===== src/rtl/cpu_defs.sv =====
// rtl/cpu_defs.sv - shared opcode, extender, ALU-op, FSM and control-vector definitions
package cpu_defs;

  // Primary opcodes (instr[31:26])
  localparam logic [5:0] OP_RTYPE = 6'h00;
  localparam logic [5:0] OP_LW    = 6'h23;
  localparam logic [5:0] OP_SW    = 6'h2B;
  localparam logic [5:0] OP_BEQ   = 6'h04;
  localparam logic [5:0] OP_ADDI  = 6'h08;
  localparam logic [5:0] OP_SLTI  = 6'h0A;
  localparam logic [5:0] OP_ANDI  = 6'h0C;
  localparam logic [5:0] OP_ORI   = 6'h0D;
  localparam logic [5:0] OP_LUI   = 6'h0F;

  // Immediate extender modes
  localparam logic [1:0] EXT_SIGN  = 2'b00;
  localparam logic [1:0] EXT_ZERO  = 2'b01;
  localparam logic [1:0] EXT_UPPER = 2'b10;

  // ALU operation class handed to the EX-stage ALU control
  localparam logic [1:0] ALU_OP_ADD   = 2'b00;
  localparam logic [1:0] ALU_OP_SUB   = 2'b01;
  localparam logic [1:0] ALU_OP_FUNCT = 2'b10;
  localparam logic [1:0] ALU_OP_IMM   = 2'b11;

  // Hazard sequencer states
  localparam logic [1:0] ST_RUN   = 2'b00;
  localparam logic [1:0] ST_STALL = 2'b01;
  localparam logic [1:0] ST_FLUSH = 2'b10;

  // Control fields carried into the ID/EX register
  typedef struct packed {
    logic       reg_dst;
    logic       alu_src;
    logic       mem_read;
    logic       mem_write;
    logic       reg_write;
    logic       mem_to_reg;
    logic       branch;
    logic [1:0] alu_op;
    logic       illegal;
  } id_ex_ctl_t;

endpackage


===== src/rtl/id_main_decoder.sv =====
// rtl/id_main_decoder.sv - combinational opcode to control-vector decoder
module id_main_decoder
  import cpu_defs::*;
(
  input  logic [5:0]  opcode,
  output id_ex_ctl_t  ctl,
  output logic [1:0]  ext_mode,
  output logic        rt_is_src
);

  // Opcode table; anything not listed is flagged illegal with all controls low
  always_comb begin
    ctl       = '0;
    ext_mode  = EXT_SIGN;
    rt_is_src = 1'b0;
    case (opcode)
      OP_RTYPE: begin
        ctl.reg_dst   = 1'b1;
        ctl.reg_write = 1'b1;
        ctl.alu_op    = ALU_OP_FUNCT;
        rt_is_src     = 1'b1;
      end
      OP_LW: begin
        ctl.alu_src    = 1'b1;
        ctl.mem_read   = 1'b1;
        ctl.reg_write  = 1'b1;
        ctl.mem_to_reg = 1'b1;
        ctl.alu_op     = ALU_OP_ADD;
      end
      OP_SW: begin
        ctl.alu_src   = 1'b1;
        ctl.mem_write = 1'b1;
        ctl.alu_op    = ALU_OP_ADD;
        rt_is_src     = 1'b1;
      end
      OP_BEQ: begin
        ctl.branch = 1'b1;
        ctl.alu_op = ALU_OP_SUB;
        rt_is_src  = 1'b1;
      end
      OP_ADDI: begin
        ctl.alu_src   = 1'b1;
        ctl.reg_write = 1'b1;
        ctl.alu_op    = ALU_OP_ADD;
      end
      OP_SLTI: begin
        ctl.alu_src   = 1'b1;
        ctl.reg_write = 1'b1;
        ctl.alu_op    = ALU_OP_IMM;
      end
      OP_ANDI, OP_ORI: begin
        ctl.alu_src   = 1'b1;
        ctl.reg_write = 1'b1;
        ctl.alu_op    = ALU_OP_IMM;
        ext_mode      = EXT_ZERO;
      end
      OP_LUI: begin
        ctl.alu_src   = 1'b1;
        ctl.reg_write = 1'b1;
        ctl.alu_op    = ALU_OP_IMM;
        ext_mode      = EXT_UPPER;
      end
      default: begin
        ctl.illegal = 1'b1;
      end
    endcase
  end

endmodule


===== src/rtl/id_hazard_controller.sv =====
// rtl/id_hazard_controller.sv - ID-stage decode, load-use stall and branch flush sequencing
module id_hazard_controller #(
  parameter int STALL_CNT_W = 16,
  parameter int REG_ADDR_W  = 5
) (
  input  logic                   clk,
  input  logic                   rst_n,
  input  logic [31:0]            if_id_instr,
  input  logic                   if_id_valid,
  input  logic                   id_ex_mem_read,
  input  logic [REG_ADDR_W-1:0]  id_ex_rt,
  input  logic                   ex_branch_taken,
  output logic [1:0]             ext_mode,
  output logic                   pc_write,
  output logic                   if_id_write,
  output logic                   if_id_flush,
  output logic                   ctl_reg_dst,
  output logic                   ctl_alu_src,
  output logic                   ctl_mem_read,
  output logic                   ctl_mem_write,
  output logic                   ctl_reg_write,
  output logic                   ctl_mem_to_reg,
  output logic                   ctl_branch,
  output logic [1:0]             ctl_alu_op,
  output logic                   illegal_op,
  output logic [STALL_CNT_W-1:0] stall_count
);
  import cpu_defs::*;

  logic [5:0]            opcode;
  logic [REG_ADDR_W-1:0] rs;
  logic [REG_ADDR_W-1:0] rt;
  logic                  unused_imm;
  id_ex_ctl_t            dec_ctl;
  id_ex_ctl_t            ctl_q;
  logic                  rt_is_src;
  logic                  hazard;
  logic                  stall_bubble;
  logic                  bubble;
  logic [1:0]            state;
  logic [1:0]            state_nxt;

  assign opcode     = if_id_instr[31:26];
  assign rs         = if_id_instr[21 +: REG_ADDR_W];
  assign rt         = if_id_instr[16 +: REG_ADDR_W];
  assign unused_imm = ^if_id_instr[15:0];

  id_main_decoder u_dec (
    .opcode    (opcode),
    .ctl       (dec_ctl),
    .ext_mode  (ext_mode),
    .rt_is_src (rt_is_src)
  );

  // $0 is never a real producer, so a load targeting it cannot create a dependency
  assign hazard = if_id_valid & id_ex_mem_read & (id_ex_rt != '0) &
                  ((id_ex_rt == rs) | ((id_ex_rt == rt) & rt_is_src));

  // Stall/flush sequencing; a taken branch overrides any hazard, reset forces free-running fetch
  always_comb begin
    pc_write     = 1'b1;
    if_id_write  = 1'b1;
    if_id_flush  = 1'b0;
    stall_bubble = 1'b0;
    state_nxt    = ST_RUN;
    if (rst_n) begin
      if (ex_branch_taken) begin
        if_id_flush = 1'b1;
        state_nxt   = ST_FLUSH;
      end else begin
        case (state)
          ST_RUN: begin
            if (hazard) begin
              pc_write     = 1'b0;
              if_id_write  = 1'b0;
              stall_bubble = 1'b1;
              state_nxt    = ST_STALL;
            end
          end
          ST_STALL: state_nxt = ST_RUN;
          ST_FLUSH: state_nxt = ST_RUN;
          default:  state_nxt = ST_RUN;
        endcase
      end
    end
  end

  assign bubble = stall_bubble | if_id_flush | ~if_id_valid;

  // FSM state, ID/EX control register and saturating stall counter
  always_ff @(posedge clk or negedge rst_n) begin
    if (!rst_n) begin
      state       <= ST_RUN;
      ctl_q       <= '0;
      stall_count <= '0;
    end else begin
      state <= state_nxt;
      ctl_q <= bubble ? '0 : dec_ctl;
      if (stall_bubble && (stall_count != '1)) begin
        stall_count <= stall_count + STALL_CNT_W'(1);
      end
    end
  end

  assign ctl_reg_dst    = ctl_q.reg_dst;
  assign ctl_alu_src    = ctl_q.alu_src;
  assign ctl_mem_read   = ctl_q.mem_read;
  assign ctl_mem_write  = ctl_q.mem_write;
  assign ctl_reg_write  = ctl_q.reg_write;
  assign ctl_mem_to_reg = ctl_q.mem_to_reg;
  assign ctl_branch     = ctl_q.branch;
  assign ctl_alu_op     = ctl_q.alu_op;
  assign illegal_op     = ctl_q.illegal;

endmodule


===== config.mk =====
export PLATFORM = sky130hd
export DESIGN_NAME = id_hazard_controller
export DESIGN_NICKNAME = d
export VERILOG_FILES = /design/src/rtl/cpu_defs.sv /design/src/rtl/id_main_decoder.sv /design/src/rtl/id_hazard_controller.sv
export SDC_FILE = /design/constraint.sdc
export NUM_CORES = 1
export LEC_CHECK = 0
export BUFFER_PORTS_ARGS = -buffer_cell sky130_fd_sc_hd__buf_2
export CAP_MARGIN = 10
export CORE_ASPECT_RATIO = 2
export CORE_MARGIN = 5
export CORE_UTILIZATION = 50
export CTS_CLUSTER_DIAMETER = 200
export DETAILED_ROUTE_END_ITERATION = 6
export PLACE_DENSITY = 0.83
export SYNTH_ARGS = -nofsm -noshare
export SYNTH_HDL_FRONTEND = slang
export SYNTH_SLANG_ARGS = --single-unit
export TNS_END_PERCENT = 20

===== constraint.sdc =====
create_clock -name clk -period 4.4 [get_ports clk]
set_clock_uncertainty 0.2 [all_clocks]
set_input_delay 0.88 -clock clk [delete_from_list [all_inputs] [get_ports clk]]
set_output_delay 0.88 -clock clk [all_outputs]
set_load 0.01 [all_outputs]

==> reports/results.ini <==
[status]
status = complete, no violations

[setup_path]
r2r_slack_ns = 2.34
crit_path_end_kind = output pin
critPathKind = primary input to output pin
cp-start-kind = primary input
crit_end = if_id_write
critPathLaunch = id_ex_rt[2]
cp.arrival_ns = 2.31
rr_endpoint = stall_count[1]
worstPathRequired_ns = 3.32
worstReg2RegStart = stall_count[0]
crit_fanout = 3
reg2reg_depth = 5

[synth]
synth.top_cell.area_share = 0.429
synth_fp_nets = 198
ys_seq_area_frac = 0.429
synth_flop_cell = dfrtp_1
post-synth-top-count-cell = dfrtp_1
syn_inst = 155
synth.avg_cell_area_um2 = 10.2
synth_edf_count = 0
yosysTopAreaCell = dfrtp_1
ys_warn_count = 0
yosysUniqueCellTypes = 41
synth_area_um2 = 1580
synth_area_leaders = dfrtp_1 (43%), xor2_1 (8.9%), xnor2_1 (6.1%), nor2_1 (3.3%), and3_1 (3.2%)
synthTopCellsByCount = dfrtp_1 (27), xor2_1 (16), nor2_1 (14)
async_reset_ff_frac = 1.00
ys_seq_elements = 27

[sta]
rsz0062_at_grt = false
timing.fmax_mhz = 295
slew_headroom = 0.562
worst_pin_slew_ns = 0.650
whs_ns = 0.293
fin_crit_ns = 3.39
timing.final.crit_share = 0.770
setup_viol = 0
drv_slew = 0
finalSetupTns_ns = 0
hold_violations = 0

[pwr]
p_switching_mw = 0.117
power_mw = 0.459
max-vdd-ir-drop_mv = 0.156
seqPwrFrac = 0.552
p_clk_frac = 0.307
p_sw_frac = 0.256
p_leak_nw = 1.03
power_density_nw_per_um2 = 240
intPower_mw = 0.342
p_comb_frac = 0.142

[die]
num_rows = 29
die_area_um2 = 4440
die_w_um = 49.7
ioPinCount = 73
core_um2 = 3120
die_h_um = 89.4
initial_utilization = 0.505

[placed_design]
placed_cells = 237
portBuffers = 56
gp_congestion = 0.846
post-dp-hpwl_um = 2790

[global_routing]
grt.total_usage = 0.155
grt_max_degree = 28
first_global_vias = 1335
grt_antenna_before_repair = 0
grt_pass1_wl_um = 5400
grt_overflow = 0

[cts]
h-tree-depth = 1
postCtsHoldBufs = 0
cts_tree = done
clock_latency_ns = 0.27
cts.clk_slew.worst_paths_ns = 0.09
clock_sinks = 27
clockBufferDepth = 2
numCtsBuffers = 3
postCtsSetupRepairBufs = 0
cts_root_buf = clkbuf_8
ctsResizeCount = 0

[job]
max_cap_violations = 0

[route]
drc_errors = 0
drt_iter0_markers = 15
drt-total-wl_um = 3390
num_vias = 1335
wl_per_cell_um = 14.0
ant_nets = 0
vias_per_cell = 5.54
first_pass_iters = 4

[layout]
antenna_cells = 0
stdcell_count = 241
nets = 254
area_growth_pct = 21.4
drive_gt1_frac = 0.357

[worst_hold_path]
hp-class = flip-flop to flip-flop

cells by family (layout without fill, tap and decap cells):
kind of cell / count (synthesis) / in the layout / synth area share
adder cells (fa/ha/maj): 1 / 1 / 0.00794
flip-flops: 27 / 27 / 0.429
AO/OA/AOI/OAI: 15 / 15 / 0.0778
buffers and inverters: 11 / 66 / 0.0365
multiplexers: 1 / 1 / 0.00715
AND/OR/NAND/NOR: 73 / 73 / 0.292
XOR/XNOR: 27 / 27 / 0.150
state kept, by name, indices dropped and copies added (netlist names):
register,flops
illegal_op,1
ctl_mem_read,1
stall_count,16
ctl_alu_src,1
ctl_reg_dst,1
ctl_alu_op,2
ctl_reg_write,1
state,2
ctl_branch,1
ctl_mem_write,1
worst max-delay path, stage by stage:
cell     delay (ns)
buf_2          0.12
xor2_1         0.15
nor4_1         0.60
and3_1         0.25
o21ai_0        0.13
buf_2          0.18
placed cells by master (no fill, tap or decap), types with 2 or more instances in the layout:
master and instances:
a211oi_1 2, a21oi_1 3, and2_1 2, and3_1 8
and4_1 2, and4b_1 2, buf_2 56, clkbuf_8 3
dfrtp_1 27, inv_1 5, nand2_1 9, nand3_1 4
nand4_1 6, nand4_4 2, nor2_1 14, nor2b_1 2
nor3_1 10, nor4_1 3, o21ai_0 2, or3_4 2
xnor2_1 11, xor2_1 16
stage by stage:
stage                util  setup WS [ns]  area (um2)
floorplan               -           1.19        1580
global placement    0.597           1.01        1860
detailed placement  0.597           1.01        1860
CTS                 0.613           1.00        1910
global route        0.613          0.935        1910
finish              0.613           1.01        1910
how the worst min path moves through the flow:
stage	from	end	slack [ns]	cells after the start
2_1_floorplan	stall_count[15]	stall_count[15]	0.32	1
3_3_place_gp	stall_count[15]	stall_count[15]	0.27	1
3_5_place_dp	stall_count[4]	stall_count[4]	0.28	1
4_1_cts	stall_count[4]	stall_count[4]	0.30	1
5_1_grt	stall_count[15]	stall_count[15]	0.32	1
6_report	stall_count[4]	stall_count[4]	0.29	1
layout make-up:
class	count	area, um2
Clock buffer	3	41.3
Inverter	5	18.8
Clock inverter	1	7.51
Fill cell	283	1210
Timing Repair Buffer	57	288
Tap cell	31	38.8
Multi-Input combinational cell	117	842
Sequential cell	27	676
routing by layer:
metal,vias to the layer above,part of all wire,track usage
met5,-,0,0
met4,0,0.027,0.0955
met3,8,0.047,0.0200
met2,38,0.58,0.297
met1,633,0.34,0.151
li1,656,-,-
power by group through the flow:
stage	combinational, mW	sequential [mW]	clock, mW
2_1_floorplan	0.0357	0.260	0
3_3_place_gp	0.0639	0.258	0
3_5_place_dp	0.0657	0.258	0
4_1_cts	0.0658	0.254	0.145
5_1_grt	0.0732	0.254	0.154
6_report	0.0651	0.253	0.141
No activity file was read; power rests on OpenSTA's default activity.
